==> config.mk <==
export PLATFORM = sky130hd
export DESIGN_NAME = iommu_mem_rd_arb
export DESIGN_NICKNAME = d
export VERILOG_FILES = /design/src/rtl/iommu_pkg.sv /design/src/rtl/iommu_rr_arb.sv /design/src/rtl/iommu_mem_rd_arb.sv
export SDC_FILE = /design/constraint.sdc
export NUM_CORES = 1
export LEC_CHECK = 0
export ABC_AREA = 0
export CAP_MARGIN = 40
export CORE_AREA = 4 4 173 175
export CTS_BUF_LIST = sky130_fd_sc_hd__clkbuf_2
export DETAILED_ROUTE_END_ITERATION = 8
export DIE_AREA = 0 0 177 179
export HOLD_SLACK_MARGIN = 0.02
export PLACE_DENSITY = 0.63
export SETUP_SLACK_MARGIN = 0.2
export SYNTH_ARGS = -nofsm -noshare
export SYNTH_HDL_FRONTEND = slang
export SYNTH_SLANG_ARGS = --single-unit
==> constraint.sdc <==
create_clock -name clk_i -period 6.5 [get_ports clk_i]
set_clock_uncertainty 0.05 [all_clocks]
set_input_delay 0.975 -clock clk_i [delete_from_list [all_inputs] [get_ports clk_i]]
set_output_delay 0.975 -clock clk_i [all_outputs]
set_load 0.05 [all_outputs]
==> src/rtl/iommu_pkg.sv <==
// iommu_pkg: shared IOMMU definitions used by the memory read arbiter.
//   - requester index constants for the four table walkers
//   - mem_rd_state_e: read-arbiter FSM states
//   - MEM_RD_MAX_BEATS: longest context fetch (extended DC, 8 doublewords)
//   - MEM_RD_PLEN: physical address width of the platform
package iommu_pkg;

  localparam int MEM_RD_PLEN      = 56;
  localparam int MEM_RD_MAX_BEATS = 8;

  localparam int MEM_RD_DDT = 0;
  localparam int MEM_RD_PDT = 1;
  localparam int MEM_RD_MSI = 2;
  localparam int MEM_RD_PTW = 3;

  typedef enum logic [2:0] {
    IDLE,
    ADDR,
    DATA,
    DRAIN,
    ERR_RESP
  } mem_rd_state_e;

endpackage

==> src/rtl/iommu_rr_arb.sv <==
// iommu_rr_arb: combinational round-robin picker.
//   req  : request vector
//   ptr  : index with highest priority this cycle
//   gnt  : one-hot pick (zero when nothing requests)
//   idx  : index of the pick
//   any  : at least one request present
module iommu_rr_arb #(
  parameter int N_REQ = 4,
  parameter int IDX_W = (N_REQ > 1) ? $clog2(N_REQ) : 1
) (
  input  logic [N_REQ-1:0] req,
  input  logic [IDX_W-1:0] ptr,
  output logic [N_REQ-1:0] gnt,
  output logic [IDX_W-1:0] idx,
  output logic             any
);

  always_comb begin : pick
    int j;
    j   = 0;
    gnt = '0;
    idx = '0;
    any = 1'b0;
    // Scan from ptr upward, wrapping, and take the first requester found.
    for (int i = 0; i < N_REQ; i++) begin
      j = int'(ptr) + i;
      if (j >= N_REQ) j = j - N_REQ;
      if (!any && req[j]) begin
        any    = 1'b1;
        gnt[j] = 1'b1;
        idx    = IDX_W'(j);
      end
    end
  end

endmodule

==> src/rtl/iommu_mem_rd_arb.sv <==
// iommu_mem_rd_arb: shares the IOMMU's single 64-bit memory read channel
// between the DDT walker, PDT walker, MSI PTE fetch and PTW.
//   clk_i, rst_i         : clock, synchronous active-high reset
//   req_i/addr_i/len_i   : per-requester read request (held until gnt_o)
//   gnt_o                : one-hot single-cycle grant, request captured on it
//   rvalid_o/rdata_o     : beat steered to the owner (data shared)
//   rlast_o/err_o        : owner's last beat / access fault on this beat
//   mem_req_o/addr/len   : address phase towards the bus master (len = beats-1)
//   mem_gnt_i            : address-phase ready
//   mem_rvalid_i/rdata/rlast/rerr : returned beats, no backpressure
module iommu_mem_rd_arb
  import iommu_pkg::*;
#(
  parameter int N_REQ     = 4,
  parameter int ADDR_W    = MEM_RD_PLEN,
  parameter int MAX_BEATS = MEM_RD_MAX_BEATS
) (
  input  logic                    clk_i,
  input  logic                    rst_i,
  input  logic [N_REQ-1:0]        req_i,
  input  logic [N_REQ*ADDR_W-1:0] addr_i,
  input  logic [N_REQ*4-1:0]      len_i,
  output logic [N_REQ-1:0]        gnt_o,
  output logic [N_REQ-1:0]        rvalid_o,
  output logic [63:0]             rdata_o,
  output logic                    rlast_o,
  output logic                    err_o,
  output logic                    mem_req_o,
  output logic [ADDR_W-1:0]       mem_addr_o,
  output logic [7:0]              mem_len_o,
  input  logic                    mem_gnt_i,
  input  logic                    mem_rvalid_i,
  input  logic [63:0]             mem_rdata_i,
  input  logic                    mem_rlast_i,
  input  logic                    mem_rerr_i
);

  localparam int IDX_W = (N_REQ > 1) ? $clog2(N_REQ) : 1;

  mem_rd_state_e     state;
  logic [IDX_W-1:0]  ptr;
  logic [IDX_W-1:0]  owner;
  logic [3:0]        len_q;
  logic [3:0]        cnt;
  logic              err_q;

  logic [N_REQ-1:0]  pick_gnt;
  logic [IDX_W-1:0]  pick_idx;
  logic              pick_any;
  logic [ADDR_W-1:0] pick_addr;
  logic [3:0]        pick_len;
  logic              pick_bad;
  logic              beat_last;
  logic              beat_early;

  // A request is refused when misaligned, of illegal length, or when the
  // burst runs past the end of its 4 KiB page (sum kept at 13 bits).
  function automatic logic req_bad(input logic [11:0] page_off, input logic [3:0] len);
    logic [12:0] end_off;
    end_off = {1'b0, page_off} + {6'b0, len, 3'b0};
    return (page_off[2:0] != 3'b0) || (len == 4'd0) ||
           (32'(len) > MAX_BEATS) || (end_off > 13'd4096);
  endfunction

  iommu_rr_arb #(
    .N_REQ (N_REQ),
    .IDX_W (IDX_W)
  ) u_rr_arb (
    .req (req_i),
    .ptr (ptr),
    .gnt (pick_gnt),
    .idx (pick_idx),
    .any (pick_any)
  );

  assign pick_addr  = addr_i[int'(pick_idx)*ADDR_W +: ADDR_W];
  assign pick_len   = len_i[int'(pick_idx)*4 +: 4];
  assign pick_bad   = req_bad(pick_addr[11:0], pick_len);
  assign beat_last  = (cnt == len_q - 4'd1);
  // Memory ended the burst before the requester got all its beats.
  assign beat_early = mem_rlast_i && !beat_last;

  // Outputs are forced to zero while reset is held so a stray beat or a
  // request arriving during reset is never seen by the walkers.
  always_comb begin
    gnt_o    = '0;
    rvalid_o = '0;
    rdata_o  = '0;
    rlast_o  = 1'b0;
    err_o    = 1'b0;
    if (!rst_i) begin
      unique case (state)
        IDLE: gnt_o = pick_gnt;
        DATA: begin
          if (mem_rvalid_i) begin
            rvalid_o[owner] = 1'b1;
            rdata_o         = mem_rdata_i;
            rlast_o         = beat_last || mem_rlast_i;
            err_o           = mem_rerr_i || err_q || beat_early;
          end
        end
        ERR_RESP: begin
          rvalid_o[owner] = 1'b1;
          rlast_o         = 1'b1;
          err_o           = 1'b1;
        end
        default: ;
      endcase
    end
  end

  always_ff @(posedge clk_i) begin
    if (rst_i) begin
      state      <= IDLE;
      ptr        <= '0;
      owner      <= '0;
      len_q      <= '0;
      cnt        <= '0;
      err_q      <= 1'b0;
      mem_req_o  <= 1'b0;
      mem_addr_o <= '0;
      mem_len_o  <= '0;
    end else begin
      unique case (state)
        IDLE: begin
          if (pick_any) begin
            owner <= pick_idx;
            len_q <= pick_len;
            ptr   <= (int'(pick_idx) == N_REQ - 1) ? '0 : pick_idx + 1'b1;
            if (pick_bad) begin
              state <= ERR_RESP;
            end else begin
              state      <= ADDR;
              mem_req_o  <= 1'b1;
              mem_addr_o <= pick_addr;
              mem_len_o  <= {4'b0, pick_len - 4'd1};
            end
          end
        end
        ADDR: begin
          if (mem_gnt_i) begin
            mem_req_o <= 1'b0;
            cnt       <= '0;
            state     <= DATA;
          end
        end
        DATA: begin
          if (mem_rvalid_i) begin
            cnt <= cnt + 4'd1;
            if (beat_last || mem_rlast_i) begin
              err_q <= 1'b0;
              // Requester satisfied but memory still sending: swallow the rest.
              state <= (beat_last && !mem_rlast_i) ? DRAIN : IDLE;
            end else if (mem_rerr_i) begin
              err_q <= 1'b1;
            end
          end
        end
        DRAIN: begin
          if (mem_rvalid_i && mem_rlast_i) state <= IDLE;
        end
        ERR_RESP: state <= IDLE;
        default:  state <= IDLE;
      endcase
    end
  end

endmodule

==> results.cfg <==
[outcome]
status = complete, no violations

[logic_synthesis]
synth.avg_cell_area_um2 = 6.79
synth_area_leaders = dfxtp_1 (24%), nand2_1 (20%), mux2i_1 (11%)
ys.warnings.count = 0
yosys.area.top_type = dfxtp_1
synth_edf_count = 0
async_flop_share = 0
syn_area_um2 = 6330
synth_cell_types = 61
synth_top_area_share = 0.243
ys_ff_latch = 77
synth_cells = 932
ys_seq_area_frac = 0.243
synth_flop_cell = dfxtp_1

[sta]
setup_ws_ns = 0.809
final_max_slew_viol_count = 0
max_slew_margin = 0.467
rsz0062_at_grt = no
finalHoldViolations = 0
fmax_mhz = 176
setup_viol = 0
worst_pin_slew_ns = 0.798
period_share = 0.876
min_period_ns = 5.69
whs_ns = 0.415
finalSetupTns_ns = 0

[die]
rows = 62
core_um2 = 28500
initial_core_util = 0.222
die_area_um2 = 31700
die_height_um = 179
die_w_um = 177
ios = 453

[place]
gp_congestion = 0.831
place_ws_ns = 0.457
port_buffers = 448
dp_hpwl_mm = 23.9

[worst_setup_path]
cp_max_fo = 18
r2r_cells = 16
path_class = reg2reg
end_kind = flop
r2r_start = ptr[1]
cpMostUsedCell = ha_1
cp-endpoint = mem_addr_o[0]
cp.arrival_ns = 6.13
path_depth = 16
rrSetupSlack_ns = 0.81
crit_start = ptr[1]
max_stage_delay_ns = 0.64
r2r-end = mem_addr_o[0]
cp_slowest_cell = mux4_2
crit_buf_inv = 2
path_cells = inv_1 > ha_1 > mux4_2 > nor2b_1 > o21ai_2 > o31ai_4 > a211oi_1 > a31oi_1 > ha_1 > fa_1 > or3_1 > o22ai_1 > o211a_1 > nand3_4 > buf_4 > and3_1
critPathTopFamily = simple AND/OR/NAND/NOR gates
cp-start-kind = flop
cp.required_ns = 6.94

[cells_and_area]
final_cell_mix = clkdlybuf4s50_1 (448), nand2_1 (337), dfxtp_1 (77), and2_1 (70), mux2i_1 (67)
drive_above_1_share = 0.0381
nNetsFinal = 1659
fin_util = 0.398
layout_commonest_cell = clkdlybuf4s50_1
area_growth_pct = 79.1

[power]
pwr-share-clk = 0.096
power.switching_mw = 1.91
p_per_area_nw_per_um2 = 326
sw_frac_of_total = 0.517
p_seq_frac = 0.171
ir_worst_vdd_mv = 0.242
power.leakage_nw = 4.69
power.internal_mw = 1.79
comb_power_share = 0.733

[clock_tree]
clock_sinks = 77
cts_tree = yes
cts_setup_buffers = 0
clk_pin_slew_worst_paths_ns = 0.24
htree_levels = 3
clk_latency_ns = 0.57
cts_resized = 0
cts_buffers = 9
clock_path_buffers = 2
root_buffer = clkbuf_2
ctsHoldBuffers = 0

[route]
vias_per_cell = 4.57
antenna_left = 0
drt_first_iter_violations = 282
drc = 0
vias = 7876
drt_wl_total_mm = 28.9
wire_per_inst_um = 16.8
first_pass_iters = 5

[min_path]
worstHoldStart = mem_req_o
min_path_type = reg2reg

[global_route]
track_usage = 0.168
overflow = 0
grt_first_pass_wirelength_mm = 41.1
antenna_found_initial = 6
grt_max_degree = 79
first_global_vias = 7610

[job]
max_cap_violations = 0
-- power by group through the flow --
stage	Clock, mW	Combinational [mW]	Sequential, mW
final	0.356	2.71	0.631
after global routing	0.393	2.98	0.644
after CTS	0.376	2.74	0.632
after detailed placement	0	2.73	0.641
after global placement	0	2.71	0.639
after floorplan	0	1.70	0.842
-- worst min-delay path by stage --
stage / endpoint / slack (ns) / depth (start not counted)
after floorplan: len_q[1] / 0.40 / 2
after global placement: mem_req_o / 0.39 / 2
after detailed placement: mem_req_o / 0.39 / 2
after CTS: mem_req_o / 0.42 / 2
after global routing: mem_req_o / 0.44 / 2
final: mem_req_o / 0.42 / 2
-- sequential cells by signal (all words and copies together), names as in the netlist --
| register | count |
|---|---|
| mem_addr_o | 56 |
| cnt | 4 |
| len_q | 4 |
| mem_len_o | 4 |
| state | 3 |
| owner | 2 |
| ptr | 2 |
| err_q | 1 |
| mem_req_o | 1 |
-- cells by family after synthesis --
| kind of cell | synth area share |
|---|---|
| AND/OR/NAND/NOR | 0.386 |
| AO/OA/AOI/OAI | 0.142 |
| buffers and inverters | 0.0644 |
| flip-flops | 0.243 |
| multiplexers | 0.123 |
| adder cells (fa/ha/maj) | 0.0249 |
| XOR/XNOR | 0.0166 |
| other | 0.000592 |
-- worst min-delay path: cells and delay by family, from the launching register on --
kind	cells	cell delay (ns)
DFF	1	0.37
AOI/OAI and AO/OA	1	0.04
buffers and inverters	1	0.05
-- layout make-up --
| type | instances | area, um2 |
|---|---|---|
| Clock buffer | 9 | 45.0 |
| Antenna cell | 1 | 2.50 |
| Sequential cell | 77 | 1540 |
| Multi-Input combinational cell | 769 | 4440 |
| Clock inverter | 7 | 121 |
| Tap cell | 384 | 480 |
| Inverter | 12 | 46.3 |
| Fill cell | 2939 | 17100 |
| Timing Repair Buffer | 464 | 4660 |
-- cell usage after synthesis (2+ instances only) --
library cell and n:
nand2b_1 2, a211oi_1 9, xor2_1 3, buf_2 2, nor3_1 13, inv_2 2, a21o_1 2, a21oi_1 15
mux4_2 3, mux2_2 2, o21ai_1 2, inv_1 10, a221oi_1 4, ha_1 11, xnor2_1 9, buf_6 6
or3_1 4, mux2i_1 67, nor2_1 31, o211ai_1 50, a2bb2oi_2 2, a22oi_1 4, dfxtp_1 77, and3_1 11
nand3_1 58, clkbuf_1 59, nand2_1 337, nand3b_1 4, a211oi_2 2, o21ai_0 2, a31oi_1 11, and2_1 70
nor3b_1 2, nor2b_1 6, buf_4 7, buf_1 3, nor4_1 6
-- per-layer routing --
| layer | vias to the layer above | global-route usage | share of wire |
|---|---|---|---|
| li1 | 3956 | - | - |
| met1 | 3500 | 0.165 | 0.36 |
| met2 | 359 | 0.319 | 0.51 |
| met3 | 53 | 0.0559 | 0.095 |
| met4 | 8 | 0.0758 | 0.036 |
| met5 | - | 0 | 0.0016 |
-- per-stage QoR --
stage	std cells	cell area [um2]	power (mW)
finish	1723	11300	3.70
CTS	1722	11300	3.75
detailed placement	1706	11200	3.37
global route	1723	11300	4.01
global placement	1705	11100	3.35
floorplan	935	6340	2.54
Power figures use the tool's default switching activity.
